$ cat src/rtl/urv_trap_ctrl.sv
// urv_trap_ctrl: machine-mode trap controller for the uRV core.
// Holds MSTATUS/MIE/MIP/MEPC/MCAUSE and arbitrates exceptions, interrupts
// and MRET for the instruction in execute. It also drives the fetch redirect.
module urv_trap_ctrl #(
  parameter logic [31:0] TRAP_VECTOR = 32'h0000_0008
) (
  input  logic        clk_i,
  input  logic        rst_n_i,
  input  logic        x_valid_i,
  input  logic [31:0] x_pc_i,
  input  logic        x_is_csr_i,
  input  logic [11:0] x_csr_sel_i,
  input  logic [31:0] x_csr_write_value_i,
  input  logic        x_exception_i,
  input  logic [3:0]  x_exception_cause_i,
  input  logic        x_is_mret_i,
  input  logic        irq_ext_i,
  input  logic        irq_timer_i,
  output logic        x_redirect_o,
  output logic [31:0] x_redirect_pc_o,
  output logic [31:0] csr_mstatus_o,
  output logic [31:0] csr_mip_o,
  output logic [31:0] csr_mie_o,
  output logic [31:0] csr_mepc_o,
  output logic [31:0] csr_mcause_o
);

  localparam logic [11:0] CSR_MSTATUS = 12'h300;
  localparam logic [11:0] CSR_MIE     = 12'h304;
  localparam logic [11:0] CSR_MEPC    = 12'h341;
  localparam logic [11:0] CSR_MCAUSE  = 12'h342;

  localparam logic [0:0] ST_RUN   = 1'b0;
  localparam logic [0:0] ST_FLUSH = 1'b1;

  logic [0:0]  state;
  logic        mstatus_mie, mstatus_mpie;
  logic        mie_meie, mie_mtie;
  logic [1:0]  meip_sync;
  logic [29:0] mepc_q;
  logic        mcause_irq;
  logic [3:0]  mcause_code;

  logic        mip_meip, mip_mtip;
  logic        take_exc, take_ext, take_tmr, take_mret, take_trap;
  logic        trap_irq;
  logic [3:0]  trap_code;
  logic        csr_we;
  logic [31:0] wv;

  assign mip_meip = meip_sync[1];
  assign mip_mtip = irq_timer_i;
  assign wv       = x_csr_write_value_i;

  // Event arbitration: exception > external irq > timer irq > MRET, only in RUN.
  always_comb begin
    take_exc  = 1'b0;
    take_ext  = 1'b0;
    take_tmr  = 1'b0;
    take_mret = 1'b0;
    if (x_valid_i && state == ST_RUN) begin
      if (x_exception_i)                             take_exc  = 1'b1;
      else if (mstatus_mie && mie_meie && mip_meip)  take_ext  = 1'b1;
      else if (mstatus_mie && mie_mtie && mip_mtip)  take_tmr  = 1'b1;
      else if (x_is_mret_i)                          take_mret = 1'b1;
    end
  end

  assign take_trap = take_exc | take_ext | take_tmr;
  assign trap_irq  = take_ext | take_tmr;

  // Cause code of whichever trap won arbitration.
  always_comb begin
    trap_code = 4'd0;
    if (take_exc)      trap_code = x_exception_cause_i;
    else if (take_ext) trap_code = 4'd11;
    else if (take_tmr) trap_code = 4'd7;
  end

  // Redirect target; zero when idle so the bus is deterministic.
  always_comb begin
    x_redirect_o    = take_trap | take_mret;
    x_redirect_pc_o = 32'h0;
    if (take_trap)      x_redirect_pc_o = TRAP_VECTOR;
    else if (take_mret) x_redirect_pc_o = {mepc_q, 2'b00};
  end

  // A taken trap/MRET swallows the CSR write of the same instruction.
  assign csr_we = x_valid_i && x_is_csr_i && !x_redirect_o;

  // Two-flop synchroniser for the asynchronous external interrupt.
  always_ff @(posedge clk_i or negedge rst_n_i) begin
    if (!rst_n_i) meip_sync <= 2'b00;
    else          meip_sync <= {meip_sync[0], irq_ext_i};
  end

  // One dead cycle after every redirect so the stale instruction cannot re-trap.
  always_ff @(posedge clk_i or negedge rst_n_i) begin
    if (!rst_n_i)          state <= ST_RUN;
    else if (x_redirect_o) state <= ST_FLUSH;
    else                   state <= ST_RUN;
  end

  // Architectural CSR state: trap/MRET side effects or software writes.
  always_ff @(posedge clk_i or negedge rst_n_i) begin
    if (!rst_n_i) begin
      mstatus_mie  <= 1'b0;
      mstatus_mpie <= 1'b0;
      mie_meie     <= 1'b0;
      mie_mtie     <= 1'b0;
      mepc_q       <= 30'h0;
      mcause_irq   <= 1'b0;
      mcause_code  <= 4'h0;
    end else if (take_trap) begin
      mepc_q       <= x_pc_i[31:2];
      mcause_irq   <= trap_irq;
      mcause_code  <= trap_code;
      mstatus_mpie <= mstatus_mie;
      mstatus_mie  <= 1'b0;
    end else if (take_mret) begin
      mstatus_mie  <= mstatus_mpie;
      mstatus_mpie <= 1'b1;
    end else if (csr_we) begin
      case (x_csr_sel_i)
        CSR_MSTATUS: begin
          mstatus_mie  <= wv[3];
          mstatus_mpie <= wv[7];
        end
        CSR_MIE: begin
          mie_meie <= wv[11];
          mie_mtie <= wv[7];
        end
        CSR_MEPC:   mepc_q <= wv[31:2];
        CSR_MCAUSE: begin
          mcause_irq  <= wv[31];
          mcause_code <= wv[3:0];
        end
        default: ;
      endcase
    end
  end

  assign csr_mstatus_o = {24'h0, mstatus_mpie, 3'b000, mstatus_mie, 3'b000};
  assign csr_mie_o     = {20'h0, mie_meie, 3'b000, mie_mtie, 7'h00};
  assign csr_mip_o     = {20'h0, mip_meip, 3'b000, mip_mtip, 7'h00};
  assign csr_mepc_o    = {mepc_q, 2'b00};
  assign csr_mcause_o  = {mcause_irq, 27'h0, mcause_code};

endmodule

$ cat config.mk
export PLATFORM = sky130hd
export DESIGN_NAME = urv_trap_ctrl
export DESIGN_NICKNAME = d
export VERILOG_FILES = /design/src/rtl/urv_trap_ctrl.sv
export SDC_FILE = /design/constraint.sdc
export NUM_CORES = 1
export LEC_CHECK = 0
export CORE_MARGIN = 3
export CORE_UTILIZATION = 34
export CTS_CLUSTER_SIZE = 12
export DETAILED_ROUTE_END_ITERATION = 12
export PLACE_DENSITY = 0.87
export SLEW_MARGIN = 0
export SYNTH_ARGS = -nofsm -noshare
export SYNTH_HDL_FRONTEND = slang
export SYNTH_SLANG_ARGS = --single-unit
$ cat constraint.sdc
create_clock -name clk_i -period 2.7 [get_ports clk_i]
set_input_delay 0.54 -clock clk_i [delete_from_list [all_inputs] [get_ports clk_i]]
set_output_delay 0.54 -clock clk_i [all_outputs]
set_load 0.02 [all_outputs]
==> results of run 1 <==
-- per-stage QoR --
| step | cell area (um^2) | total power, mW |
|---|---|---|
| final | 5100 | 2.697 |
| after global routing | 5100 | 2.849 |
| after CTS | 5155 | 2.722 |
| after detailed placement | 4976 | 2.207 |
| after floorplan | 4056 | 1.700 |
| after global placement | 4976 | 2.171 |
-- cell type report --
class / count / area [um^2]
tap: 133 / 166.4
timing repair buffer: 191 / 1804
sequential: 42 / 1051
inverter: 4 / 15.01
multi-input combinational: 356 / 1954
clock inverter: 3 / 40.04
fill: 971 / 4945
clock buffer: 5 / 68.82
-- what timing repair did --
item | CTS | global route
setup endpoints to repair | 31 | 31
setup buffers | 2 | 0
pin swaps | 2 | 1
gates cloned | 2 | 0
gates resized for setup | 99 | 33
-- path summary, 6_finish.rpt --
kind,startpoint,endpoint,depth (start not counted)
max,irq_timer_i,x_redirect_pc_o[5],6
min,rst_n_i,mcause_code[2],1
max reg2reg,mie_mtie,mie_meie,7
min reg2reg,meip_sync[0],meip_sync[1],0
max in group asynchronous,rst_n_i,mepc_q[2],2
min in group clk_i,meip_sync[0],meip_sync[1],0
-- layer usage --
layer	wire length (um)	track usage, %
met4	224	6.583
met3	1053	5.092
met5	0	0
met2	6571	35.48
met1	4623	22.72
-- placed cells by master, fill, tap and decap left out, types with 2 or more instances in the layout --
| master | count |
|---|---|
| or3_1 | 3 |
| nand3_1 | 2 |
| nand2_1 | 6 |
| buf_4 | 30 |
| clkdlybuf4s15_1 | 6 |
| mux2i_1 | 2 |
| buf_6 | 9 |
| buf_2 | 14 |
| a31oi_1 | 31 |
| dfrtp_1 | 42 |
| mux2_1 | 4 |
| and3_1 | 30 |
| and2_1 | 30 |
| o21ai_0 | 2 |
| o31ai_1 | 30 |
| inv_1 | 3 |
| a21oi_1 | 33 |
| nor2_1 | 35 |
| clkinv_2 | 2 |
| dlygate4sd2_1 | 4 |
| conb_1 | 121 |
| nor3_1 | 2 |
| o22ai_1 | 3 |
| clkbuf_8 | 5 |
| a22o_1 | 2 |
| nor4_1 | 2 |
| clkdlybuf4s50_1 | 122 |
-- Yosys cell counts, types with 3 or more instances --
cell,instances,share of area [%]
nand3_1,3,0.42
a31oi_1,31,5.4
nand2_1,6,0.62
nor2_1,35,3.6
mux2_1,4,1.2
o22ai_1,3,0.52
clkbuf_1,28,2.9
buf_1,3,0.31
or3_1,3,0.52
o31ai_1,30,6.2
and2_1,31,5.4
dfrtp_1,42,29
buf_4,128,27
nor3_1,3,0.42
and3_1,30,5.2
a21oi_1,33,4.6
inv_1,3,0.31
-- power by group --
part,internal [mW],leakage [nW],switching (mW)
sequential,0.786,0.476,0.122
clock,0.273,0.0579,0.232
combinational,0.569,1.84,0.714
total,1.63,2.38,1.07
-- worst max-delay path, delay by kind of cell --
kind / cells / cell delay, ps
buf+inv: 3 / 740
compound gates: 2 / 660
simple gates: 1 / 130
-- cells by family (layout without fill, tap and decap cells) --
logic type / count (synthesis) / in the layout
and+or+nand+nor: 121 / 121
muxes: 7 / 7
AOI/OAI and AO/OA: 107 / 107
DFF: 42 / 42
other: 1 / 121
buffers and inverters: 164 / 203
-- state kept, by name (all words and copies together), names as in the netlist --
| signal | count |
|---|---|
| meip_sync | 2 |
| mcause_code | 4 |
| mstatus_mie | 1 |
| mstatus_mpie | 1 |
| mepc_q | 30 |
| mie_meie | 1 |
| mie_mtie | 1 |
| state | 1 |
| mcause_irq | 1 |
==> flow_metrics.tcl, run 1 <==
set metrics [dict create \
    status "finished, final reports clean" \
    hold_viol_final 0 \
    hpwl_um 9284 \
    io_pins 281 \
    tightest_slew_ps 516.3 \
    synth_top_family_by_area "buffers and inverters" \
    antenna_found_initial 0 \
    rows 36 \
    cts_tree "yes" \
    setup_ws_ps 87.76 \
    layout-drive-gt1-share_pct 12.48 \
    grt_use_total_pct 19.78 \
    root_buffer "clkbuf_8" \
    clock_latency_ps 300 \
    synth_seq_cells 42 \
    synth-compound-area-share_pct 19.74 \
    grt-ovfl-total 0 \
    ir_drop_mv 0.3403 \
    grt_start_max_net_pins 33 \
    cp.arrival_ps 2070 \
    final_nets 688 \
    yosys-mux-area-fraction_pct 2.117 \
    clock.fmax_ghz 0.3828 \
    dieArea_um2 11880 \
    path_cells "dlygate4sd2_1, a22o_1, a2111oi_4, buf_6, and2_1, clkdlybuf4s15_1" \
    drtPass1Iterations 4 \
    leakage_nw 2.375 \
    numClockSinks 42 \
    grt_pass1_wl_um 18230 \
    grt_pass1_vias 3464 \
    cp_max_fo 8 \
    cp_slowest_cell "a2111oi_4" \
    num_vias 3504 \
    slew_headroom_pct 65.26 \
    die_x_um 109.0 \
    holdCritPathClass "input pin to asynchronous set/reset pin" \
    hold_slack_ps 201.2 \
    synth-edff-count 0 \
    wl_per_cell_um 16.99 \
    numCtsBuffers 5 \
    required_ps 2160 \
    clock-skew-final_ps 8.460 \
    path_class "input pin to primary output" \
    cts-htree-levels 2 \
    finalCritPeriodShare_pct 96.75 \
    place_congestion 0.8127 \
    powerDensity_nw_per_um2 528.8 \
    finish.utilization_pct 50.77 \
    fin_setup_tns_ps 0 \
    rsz0062_at_grt "false" \
    n_antenna_cell 0 \
    synth_fa_ha_area_share_pct 0 \
    reg2reg_slack_ps 390 \
    area_delta_synth_final_pct 41.43 \
    syn_area_per_cell_um2 8.158 \
    via_per_inst 4.774 \
    placedCellCount 722 \
    drc 0 \
    drtIter0Drc 144 \
    synth_xor_area_share_pct 0 \
    ctsHoldBuffers 0 \
    synthArstFlopShare_pct 100.0 \
    synthesis.area_um2 3606 \
    max_stage_delay_ps 390 \
    synthDistinctLibCells 38 \
    yosys.area_share.simple_pct 18.46 \
    yosysSeqAreaShare_pct 29.15 \
    path_clk_slew_ps 90 \
    slew_violations 0 \
    synth_flop_cell "dfrtp_1" \
    ant_nets 0 \
    syn_inst 442 \
    yosysWarnings 0 \
    critPathLaunchType "input pin" \
    port_buffers 157 \
    setup_viol 0 \
    place_ws_ps -557.9 \
    crit_path_end_kind "primary output" \
    clk_path_buf_depth 2 \
    routed_wl_um 12470 \
    fin_cells 734 \
    fin_crit_ps 2612 \
    start_util_pct 35.90 \
    core_area_um2 10040 \
    die_y_um 109.0 \
    drv_cap 0 \
]
No activity file was read; power rests on OpenSTA's default activity.
==> run 2, diff against run 1 <==
--- a/config.mk
+++ b/config.mk
@@ -10,7 +10,7 @@
 export CTS_CLUSTER_SIZE = 12
 export DETAILED_ROUTE_END_ITERATION = 12
 export PLACE_DENSITY = 0.87
-export SLEW_MARGIN = 0
+export SLEW_MARGIN = 20
 export SYNTH_ARGS = -nofsm -noshare
 export SYNTH_HDL_FRONTEND = slang
 export SYNTH_SLANG_ARGS = --single-unit
==> results of run 2 <==
Same layout as run 1: the final DEF is identical, and so are final timing and power.
==> run 3, diff against run 2 <==
--- a/config.mk
+++ b/config.mk
@@ -10,6 +10,7 @@
 export CTS_CLUSTER_SIZE = 12
 export DETAILED_ROUTE_END_ITERATION = 12
 export PLACE_DENSITY = 0.87
+export RECOVER_POWER = 100
 export SLEW_MARGIN = 20
 export SYNTH_ARGS = -nofsm -noshare
 export SYNTH_HDL_FRONTEND = slang
==> run 3 against run 2 <==
  * Global-route usage unchanged
  * Maximum frequency grew 0.26%
  * Via count increased by 0.31%
  * Clock-buffer cell count is the same
  * Total power shrank 2.7%
  * Die area is the same
  * Critical path depth grew 1
  * Sequential share of layout area up 0.17 points
  * Routed wire length decreased by 0.26%
  * Non-clock buffer count unchanged
  * Cell area is 0.81% lower
  * Clock skew rose by 1.3 ps
  * Critical endpoint is now x_redirect_pc_o[6]
==> flow_metrics.tcl, run 3 (same netlist as run 1, synthesis figures left out) <==
set metrics [dict create \
    status "finished, final reports clean" \
    area_delta_synth_final_pct 40.28 \
    final_nets 688 \
    top_register "mepc_q" \
    cp_slowest_cell "a2111oi_4" \
    hpwl_um 9284 \
    grt_pass1_wl_um 18230 \
    leakage_nw 2.335 \
    multi_input_area_um2 1941 \
    die_y_um 109.0 \
    ff_latch_area_um2 1051 \
    tightest_slew_ps 1248 \
    cts_tree "yes" \
    cpMostUsedCell "buf_6" \
    die_x_um 109.0 \
    ant_nets 0 \
    drtIter0Drc 141 \
    path_delay_family "buffers and inverters" \
    antenna_found_initial 1 \
    slew_headroom_pct 16.78 \
    cts-htree-levels 2 \
    path_clk_slew_ps 90 \
    slew_violations 0 \
    grt-ovfl-total 0 \
    drtPass1Iterations 4 \
    path_class "input pin to primary output" \
    required_ps 2160 \
    critPathLaunchType "input pin" \
    grt_pass1_vias 3464 \
    grt_use_total_pct 19.78 \
    final_cell_mix "conb_1, clkdlybuf4s50_1, dlygate4sd3_1" \
    drc 0 \
    numClockSinks 42 \
    clock.fmax_ghz 0.3838 \
    cp.arrival_ps 2070 \
    place_congestion 0.8127 \
    drv_cap 0 \
    clk_path_buf_depth 2 \
    dieArea_um2 11880 \
    fill_cells 979 \
    rows 36 \
    crit_path_end_kind "primary output" \
    dpl_cell_area_um2 4976 \
    layout-drive-gt1-share_pct 11.48 \
    fin_setup_tns_ps 0 \
    layout_commonest_cell "conb_1" \
    fin_crit_ps 2606 \
    clock-skew-final_ps 9.724 \
    path_cells "dlygate4sd2_1, a22o_1, a2111oi_4, buf_6, buf_6, and2_1, clkbuf_2" \
    reg_top3 "mepc_q: 30 flops, mcause_code: 4 flops, meip_sync: 2 flops" \
    hold_slack_ps 363.5 \
    root_buffer "clkbuf_8" \
    start_util_pct 35.90 \
    n_antenna_cell 0 \
    largest_register_ffs 30 \
    via_per_inst 4.789 \
    routed_wl_um 12440 \
    setup_viol 0 \
    grt_start_max_net_pins 33 \
    fin_area_um2 5059 \
    ir_drop_mv 0.3303 \
    io_pins 281 \
    critical_path_buf_inv_count 4 \
    numCtsBuffers 5 \
    globalRouteMet1Util_pct 22.72 \
    grt.met2_usage_pct 35.48 \
    port_buffers 157 \
    finalCritPeriodShare_pct 96.50 \
    use_met3_pct 5.092 \
    max_stage_delay_ps 380 \
    powerDensity_nw_per_um2 518.5 \
    clock_latency_ps 300 \
    busiest_layer "met2" \
    holdCritPathClass "flop to flop" \
    num_vias 3515 \
    hold_viol_final 0 \
    wl_per_cell_um 16.95 \
    rsz0062_at_grt "false" \
    core_area_um2 10040 \
    cp_max_fo 8 \
]
[run 3: path summary, 6_finish.rpt]
check | slack (ps) | endpoint | depth (start not counted) | startpoint
setup / recovery | 90 | x_redirect_pc_o[6] | 7 | irq_timer_i
hold / removal | 360 | meip_sync[1] | 0 | meip_sync[0]
setup reg to reg | 390 | mie_meie | 7 | mie_mtie
hold reg to reg | 360 | meip_sync[1] | 0 | meip_sync[0]
max in group asynchronous | 990 | mepc_q[2] | 2 | rst_n_i
min in group asynchronous | 480 | mcause_code[2] | 1 | rst_n_i
[run 3: per-layer routing]
metal | vias up | part of all wire, % | wire (um)
met5 | - | 0.10 | 13
met2 | 195 | 53 | 6566
met3 | 22 | 9.2 | 1145
met4 | 2 | 1.8 | 230
li1 | 1614 | - | -
met1 | 1682 | 36 | 4483
[run 3: timing repair]
action	CTS	global route
resized for setup	99	33
setup buffers	2	0
hold buffers	0	0
pin swaps	2	1
endpoints found under the setup margin	31	31
gates cloned	2	0
[run 3: through the flow]
stage	cells	worst slack [ps]	utilization [%]	power [mW]
after floorplan	562	279.0	-	1.700
after global placement	722	-538.1	49.54	2.171
after detailed placement	722	-557.9	49.54	2.207
after CTS	734	1.876	51.32	2.722
after global routing	734	11.55	50.36	2.778
final	734	94.47	50.36	2.623
[run 3: final cells by class]
cell class	instances	share of cell area, %
multi-input cells	356	38.36
repair buffers	191	35.12
flip-flops and latches	42	20.78
well taps	133	3.290
clock buffers	5	1.360
clock inverters	3	0.7915
inverters	4	0.2968
[run 3: where the power goes]
group | internal (mW) | leakage [nW] | total, mW | switching, mW
sequential | 0.785 | 0.476 | 0.901 | 0.115
clock | 0.273 | 0.0579 | 0.504 | 0.231
combinational | 0.507 | 1.80 | 1.22 | 0.712
